==> src/rtl/ps2_pkg.sv <==
// Purpose: shared constants and the key event type for the PS/2 keyboard receiver.
// Latency: n/a (types and constants only).
// Backpressure: n/a.
package ps2_pkg;

  localparam logic [7:0]  PS2_EXT_PREFIX   = 8'hE0;
  localparam logic [7:0]  PS2_BREAK_PREFIX = 8'hF0;
  localparam int unsigned PS2_FRAME_LEN    = 11;

  // One buffered key event: prefixes folded into flags, scan code kept raw.
  typedef struct packed {
    logic       ext;
    logic       brk;
    logic [7:0] code;
  } ps2_event_t;

endpackage

==> src/rtl/ps2_event_fifo.sv <==
// Purpose: synchronous event FIFO with wrap-bit pointers and a combinational head output.
// Latency: push visible at the head one cycle after the write; pop advances the head next cycle.
// Backpressure: push while full is dropped unless a pop happens in the same cycle; pop while empty is ignored.
//
// Ports: clk, clrn (async active-low reset); push_vld/push_dat write side;
//        pop_vld read side; head_dat oldest entry; full/empty status.
module ps2_event_fifo #(
  parameter int DEPTH = 8,
  parameter int WIDTH = 10
) (
  input  logic             clk,
  input  logic             clrn,
  input  logic             push_vld,
  input  logic [WIDTH-1:0] push_dat,
  input  logic             pop_vld,
  output logic [WIDTH-1:0] head_dat,
  output logic             full,
  output logic             empty
);

  localparam int AW = $clog2(DEPTH);

  logic [WIDTH-1:0] mem [DEPTH];
  logic [AW:0]      wr_ptr_q, wr_ptr_d;
  logic [AW:0]      rd_ptr_q, rd_ptr_d;
  logic             do_push;
  logic             do_pop;

  // Pointers carry one extra wrap bit so full and empty are distinguishable.
  assign empty    = (wr_ptr_q == rd_ptr_q);
  assign full     = (wr_ptr_q[AW] != rd_ptr_q[AW]) &&
                    (wr_ptr_q[AW-1:0] == rd_ptr_q[AW-1:0]);
  assign do_pop   = pop_vld & ~empty;
  // A pop in the same cycle frees the slot, so a full FIFO still accepts.
  assign do_push  = push_vld & (~full | do_pop);
  assign head_dat = mem[rd_ptr_q[AW-1:0]];

  always_comb begin
    wr_ptr_d = wr_ptr_q;
    rd_ptr_d = rd_ptr_q;
    if (do_push) wr_ptr_d = wr_ptr_q + 1'b1;
    if (do_pop)  rd_ptr_d = rd_ptr_q + 1'b1;
  end

  always_ff @(posedge clk or negedge clrn) begin
    if (!clrn) begin
      wr_ptr_q <= '0;
      rd_ptr_q <= '0;
    end else begin
      wr_ptr_q <= wr_ptr_d;
      rd_ptr_q <= rd_ptr_d;
    end
  end

  always_ff @(posedge clk) begin
    if (do_push) mem[wr_ptr_q[AW-1:0]] <= push_dat;
  end

endmodule

==> src/rtl/ps2_kbd_rx.sv <==
// Purpose: PS/2 keyboard receiver: synchronise pins, deserialise and check frames, fold prefixes into key events, buffer them.
// Latency: stop-bit sample at T -> event registered T+1 -> ready/key_* at T+2; pop on nextdata_n fall visible next cycle.
// Backpressure: none toward the keyboard; events arriving while the FIFO is full are dropped and set sticky overflow.
//
// Ports: clk, clrn (async active-low reset); ps2_clk/ps2_data raw pins;
//        nextdata_n active-low read strobe; ready + key_code/key_break/key_ext head event;
//        overflow sticky drop flag; frame_err one-cycle error pulse; keystroke press counter.
module ps2_kbd_rx
  import ps2_pkg::*;
#(
  parameter int FIFO_DEPTH  = 8,
  parameter int CNT_W       = 8,
  parameter int TIMEOUT_CYC = 50000
) (
  input  logic             clk,
  input  logic             clrn,
  input  logic             ps2_clk,
  input  logic             ps2_data,
  input  logic             nextdata_n,
  output logic             ready,
  output logic [7:0]       key_code,
  output logic             key_break,
  output logic             key_ext,
  output logic             overflow,
  output logic             frame_err,
  output logic [CNT_W-1:0] keystroke
);

  localparam int         TW       = $clog2(TIMEOUT_CYC + 1);
  localparam logic [3:0] LAST_BIT = 4'(PS2_FRAME_LEN - 1);

  logic [2:0]       clk_sync_q, clk_sync_d;
  logic [1:0]       dat_sync_q, dat_sync_d;
  logic [3:0]       bit_cnt_q, bit_cnt_d;
  logic [9:0]       bits_q, bits_d;        // start, d[7:0], parity once 10 bits are in
  logic [TW-1:0]    tmo_q, tmo_d;
  logic             ext_f_q, ext_f_d;
  logic             brk_f_q, brk_f_d;
  logic             held_vld_q, held_vld_d;
  logic             held_ext_q, held_ext_d;
  logic [7:0]       held_code_q, held_code_d;
  logic [CNT_W-1:0] keystroke_q, keystroke_d;
  logic             frame_err_q, frame_err_d;
  logic             push_vld_q, push_vld_d;
  ps2_event_t       push_dat_q, push_dat_d;
  logic             overflow_q, overflow_d;
  logic             nd_q, nd_d;

  logic             sample;
  logic             data_s;
  logic             frame_good;
  logic [7:0]       rx_byte;
  logic             held_match;
  logic             fifo_full;
  logic             fifo_empty;
  logic             pop_vld;
  ps2_event_t       head_evt;

  assign sample     = clk_sync_q[2] & ~clk_sync_q[1];
  assign data_s     = dat_sync_q[1];
  assign rx_byte    = bits_q[8:1];
  // Stop bit is the live sample; the other ten bits are already shifted in.
  assign frame_good = ~bits_q[0] & (^bits_q[9:1]) & data_s;
  assign held_match = held_vld_q && (held_ext_q == ext_f_q) && (held_code_q == rx_byte);

  assign ready   = ~fifo_empty;
  assign pop_vld = nd_q & ~nextdata_n & ready;

  always_comb begin
    clk_sync_d  = {clk_sync_q[1:0], ps2_clk};
    dat_sync_d  = {dat_sync_q[0], ps2_data};
    bit_cnt_d   = bit_cnt_q;
    bits_d      = bits_q;
    tmo_d       = tmo_q;
    ext_f_d     = ext_f_q;
    brk_f_d     = brk_f_q;
    held_vld_d  = held_vld_q;
    held_ext_d  = held_ext_q;
    held_code_d = held_code_q;
    keystroke_d = keystroke_q;
    frame_err_d = 1'b0;
    push_vld_d  = 1'b0;
    push_dat_d  = push_dat_q;
    nd_d        = nextdata_n;
    // Only a push that neither fits nor is matched by a pop is lost.
    overflow_d  = overflow_q | (push_vld_q & fifo_full & ~pop_vld);

    if (sample) begin
      tmo_d = '0;
      if (bit_cnt_q == LAST_BIT) begin
        bit_cnt_d = '0;
        if (frame_good) begin
          if (rx_byte == PS2_EXT_PREFIX) begin
            ext_f_d = 1'b1;
          end else if (rx_byte == PS2_BREAK_PREFIX) begin
            brk_f_d = 1'b1;
          end else begin
            push_vld_d = 1'b1;
            push_dat_d = '{ext: ext_f_q, brk: brk_f_q, code: rx_byte};
            ext_f_d    = 1'b0;
            brk_f_d    = 1'b0;
            if (!brk_f_q) begin
              // A repeat of the held key is typematic, not a new press.
              if (!held_match) begin
                keystroke_d = keystroke_q + CNT_W'(1);
                held_vld_d  = 1'b1;
                held_ext_d  = ext_f_q;
                held_code_d = rx_byte;
              end
            end else if (held_match) begin
              held_vld_d = 1'b0;
            end
          end
        end else begin
          frame_err_d = 1'b1;
          ext_f_d     = 1'b0;
          brk_f_d     = 1'b0;
        end
      end else begin
        bits_d    = {data_s, bits_q[9:1]};
        bit_cnt_d = bit_cnt_q + 4'd1;
      end
    end else if (bit_cnt_q != 4'd0) begin
      if (tmo_q == TW'(TIMEOUT_CYC - 1)) begin
        bit_cnt_d   = '0;
        tmo_d       = '0;
        frame_err_d = 1'b1;
        ext_f_d     = 1'b0;
        brk_f_d     = 1'b0;
      end else begin
        tmo_d = tmo_q + TW'(1);
      end
    end else begin
      tmo_d = '0;
    end
  end

  always_ff @(posedge clk or negedge clrn) begin
    if (!clrn) begin
      clk_sync_q  <= 3'b111;
      dat_sync_q  <= 2'b11;
      bit_cnt_q   <= '0;
      bits_q      <= '0;
      tmo_q       <= '0;
      ext_f_q     <= 1'b0;
      brk_f_q     <= 1'b0;
      held_vld_q  <= 1'b0;
      held_ext_q  <= 1'b0;
      held_code_q <= '0;
      keystroke_q <= '0;
      frame_err_q <= 1'b0;
      push_vld_q  <= 1'b0;
      push_dat_q  <= '0;
      overflow_q  <= 1'b0;
      nd_q        <= 1'b1;
    end else begin
      clk_sync_q  <= clk_sync_d;
      dat_sync_q  <= dat_sync_d;
      bit_cnt_q   <= bit_cnt_d;
      bits_q      <= bits_d;
      tmo_q       <= tmo_d;
      ext_f_q     <= ext_f_d;
      brk_f_q     <= brk_f_d;
      held_vld_q  <= held_vld_d;
      held_ext_q  <= held_ext_d;
      held_code_q <= held_code_d;
      keystroke_q <= keystroke_d;
      frame_err_q <= frame_err_d;
      push_vld_q  <= push_vld_d;
      push_dat_q  <= push_dat_d;
      overflow_q  <= overflow_d;
      nd_q        <= nd_d;
    end
  end

  ps2_event_fifo #(
    .DEPTH (FIFO_DEPTH),
    .WIDTH ($bits(ps2_event_t))
  ) u_fifo (
    .clk      (clk),
    .clrn     (clrn),
    .push_vld (push_vld_q),
    .push_dat (push_dat_q),
    .pop_vld  (pop_vld),
    .head_dat (head_evt),
    .full     (fifo_full),
    .empty    (fifo_empty)
  );

  always_comb begin
    key_code  = 8'h00;
    key_break = 1'b0;
    key_ext   = 1'b0;
    if (ready) begin
      key_code  = head_evt.code;
      key_break = head_evt.brk;
      key_ext   = head_evt.ext;
    end
  end

  assign overflow  = overflow_q;
  assign frame_err = frame_err_q;
  assign keystroke = keystroke_q;

endmodule
==> config.mk <==
export PLATFORM = sky130hd
export DESIGN_NAME = ps2_kbd_rx
export DESIGN_NICKNAME = d
export VERILOG_FILES = /design/src/rtl/ps2_pkg.sv /design/src/rtl/ps2_event_fifo.sv /design/src/rtl/ps2_kbd_rx.sv
export SDC_FILE = /design/constraint.sdc
export NUM_CORES = 1
export LEC_CHECK = 0
export CORE_ASPECT_RATIO = 2
export CORE_MARGIN = 2
export CORE_UTILIZATION = 45
export DETAILED_ROUTE_END_ITERATION = 7
export GPL_TIMING_DRIVEN = 0
export PLACE_DENSITY = 0.6
export SYNTH_ARGS = -nofsm -noshare
export SYNTH_HDL_FRONTEND = slang
export SYNTH_HIERARCHICAL = 1
export SYNTH_SLANG_ARGS = --single-unit
==> constraint.sdc <==
create_clock -name clk -period 3.77 [get_ports clk]
set_input_delay 0.754 -clock clk [delete_from_list [all_inputs] [get_ports clk]]
set_output_delay 0.754 -clock clk [all_outputs]
set_load 0.03 [all_outputs]
==> impl_metrics.toml <==
[setup_path]
critPathMaxFanout = 10
critical_path_class = "flop to output pin"
crit_required_ns = 3.02
cp-end-kind = "output pin"
arrival_ns = 2.89
crit_path_start_kind = "flop"
reg2reg_slack_ns = 0.52
r2r_cells = 9

[place]
dp_slack_ns = 0.4002
place_area_sq_mm = 0.007458
gp_congestion = 0.7657
dp.final_hpwl_um = 9482
dp.cells = 702
portBuffers = 25

[layout]
n_antenna_cell = 0
drive_gt1_share_pct = 21.71
design_area_sq_mm = 0.008058
multiInputGateArea_sq_mm = 0.002359
seq_area_sq_mm = 0.004337
layout_commonest_cell = "edfxtp_1"
num-nets-final = 544
num-fill-cells = 1268
fin_cells = 734
area_growth_pct = 17.71
final_cell_mix = "edfxtp_1 (80), dfrtp_1 (71), nand2_1 (49), nor2_1 (29), clkdlybuf4s50_1 (24)"

[clock_network]
htree_levels = 4
cts_root_buffer = "clkbuf_16"
cts_buffers = 17
cts_buffer_depth = 2
worst_skew_pair.late_latency_ns = 0.41
cts_setup_buffers = 0
cts_tree = "done"
clk_pin_slew_ns = 0.06
numClockSinks = 157

[global_routing]
grt_pass1_vias = 4181
grt_use_total_pct = 17.81
grt_max_degree = 66
grt_overflow = 0
grt_pass1_wl_um = 21670
grt_antenna_before_repair = 0

[flow_run]
cap_viol_max_count = 0

[route]
ant_nets = 0
routed-via-count = 3847
drc_errors = 0
viasPerCell = 5.241
drtPass1Iterations = 4
wl_um = 13260
wl_per_cell_um = 18.07
detail_route.iter0.violations = 173

[logic_synthesis]
synth_warnings = 6
synth_compound_area_share_pct = 3.308
synth_area_sq_mm = 0.006845
synth_xor_xnor_area_share_pct = 6.050
ys_types = 57
synth_edf_count = 80
syn_area_per_cell_sq_um = 14.44
synth_fa_ha_area_share_pct = 2.376
syn_inst = 474
yosys-top-cells-area = "edfxtp_1 (35%), dfrtp_1 (26%), mux4_2 (6.6%)"
synth_top_family_by_area = "simple AND/OR/NAND/NOR gates"
yosys.area.top_type = "edfxtp_1"
synth-simple-area-share_pct = 11.53
synth_seq_cells = 157
yosysSeqAreaShare_pct = 63.35
synth_flop_cell = "edfxtp_1"
synth_nets = 492
synth-async-reset-ratio_pct = 49.04
synth_top_area_share_pct = 35.09
synthMuxAreaShare_pct = 10.69

[power_and_ir_drop]
peakVddDrop_mv = 0.3512
leakagePower_uw = 0.003220
p_per_area_mw_per_mm2 = 623.8
total_power_uw = 5027

[timing]
rsz0062_at_grt = "no"
fin_skew_ns = 0.007830
fin_crit_ns = 3.645
max_freq_ghz = 0.2743
setup_viol = 0
worstMarginPinSlew_ns = 1.164
slew_headroom_pct = 22.15
setup_slack_ns = 0.1246
fin_setup_tns_ns = 0
min_period_over_period_pct = 96.69
hold_violations = 0
drv_slew = 0

[outcome]
status = "completed"

[hold_path]
hp-class = "primary input to asynchronous set/reset pin"

[floorplanning]
die_w_um = 91.21
start_util_pct = 46.19
core_sq_mm = 0.01482
die_area_sq_mm = 0.01627
fp.dieH_um = 178.4
ios = 26
rows = 63
==> metrics by stage <==
stage / util (%) / hold WS (ns)
floorplan: - / 0.3452
global placement: 49.53 / 0.3458
detailed placement: 50.33 / 0.3475
CTS: 54.37 / 0.1727
global route: 54.37 / 0.1722
finish: 54.37 / 0.1844
==> flip-flops by register name, summed over array words and instances, names as in the netlist <==
name / flops
bit_cnt_q: 4
bits_q: 10
brk_f_q: 1
clk_sync_q: 3
dat_sync_q: 2
ext_f_q: 1
frame_err: 1
held_code_q: 8
held_ext_q: 1
held_vld_q: 1
keystroke: 8
nd_q: 1
overflow: 1
push_dat_q: 10
push_vld_q: 1
tmo_q: 16
u_fifo/mem: 80
u_fifo/rd_ptr_q: 4
u_fifo/wr_ptr_q: 4
==> Yosys cell counts, types with 5 or more instances <==
cell	instances
a21oi_1	5
and3_1	5
buf_6	6
clkbuf_1	6
dfrtp_1	71
dfstp_2	6
edfxtp_1	80
ha_1	13
inv_1	13
mux2_2	13
mux2_4	9
mux4_2	20
nand2_1	49
nand3_1	13
nand4_1	11
nor2_1	29
nor2b_1	11
nor3_1	5
nor4_1	5
o21ai_0	18
xnor2_1	20
xor2_1	19
==> final timing paths <==
kind                                           startpoint                         end
min                                                  clrn    keystroke[6]$_DFFE_PN0P_
min in group clk                  dat_sync_q[0]$_DFF_PN1_     dat_sync_q[1]$_DFF_PN1_
min reg2reg                       dat_sync_q[0]$_DFF_PN1_     dat_sync_q[1]$_DFF_PN1_
max reg2reg                u_fifo/rd_ptr_q[0]$_DFFE_PN0P_  u_fifo/mem[7][8]$_DFFE_PP_
max in group asynchronous                            clrn     dat_sync_q[0]$_DFF_PN1_
max                        u_fifo/rd_ptr_q[1]$_DFFE_PN0P_                     key_ext
==> critical path, stage by stage, from the launching register on <==
cell,delay (ns)
dfrtp_1,0.48
buf_1,0.58
mux4_2,0.41
mux2_2,0.28
nor2b_1,0.13
clkdlybuf4s50_1,0.60
==> layer usage <==
metal	part of all wire, %	vias up	GRT usage (%)
met4	2.5	0	6.881
met5	0	-	0
met1	37	1936	17.75
met3	2.1	20	4.183
met2	58	56	34.88
li1	-	1835	-
==> report_power, final <==
group	leakage (uW)	internal, uW	switching [uW]	total, uW
Combinational	0.00112	591	666	1260
Sequential	0.00181	1910	137	2040
Clock	0.000291	1000	725	1730
Total	0.00322	3500	1530	5030
==> layout make-up <==
class | count | share of cell area [%]
Sequential cell | 157 | 53.82
Clock buffer | 18 | 5.326
Inverter | 14 | 0.6522
Tap cell | 195 | 3.028
Buffer | 17 | 1.646
Timing Repair Buffer | 33 | 4.161
Multi-Input combinational cell | 286 | 29.27
Clock inverter | 14 | 2.096
==> kinds of logic after synthesis <==
family | Yosys count
DFF | 157
and+or+nand+nor | 151
xor gates and xnor gates | 43
muxes | 42
AOI/OAI and AO/OA | 37
buffers and inverters | 31
adders and majority gates | 13
==> repair_timing <==
action                     in CTS  in global routing
setup endpoints to repair       9                  0
hold buffers                    0                  0
resized for setup               1                  0
No activity file was read; power rests on OpenSTA's default activity.
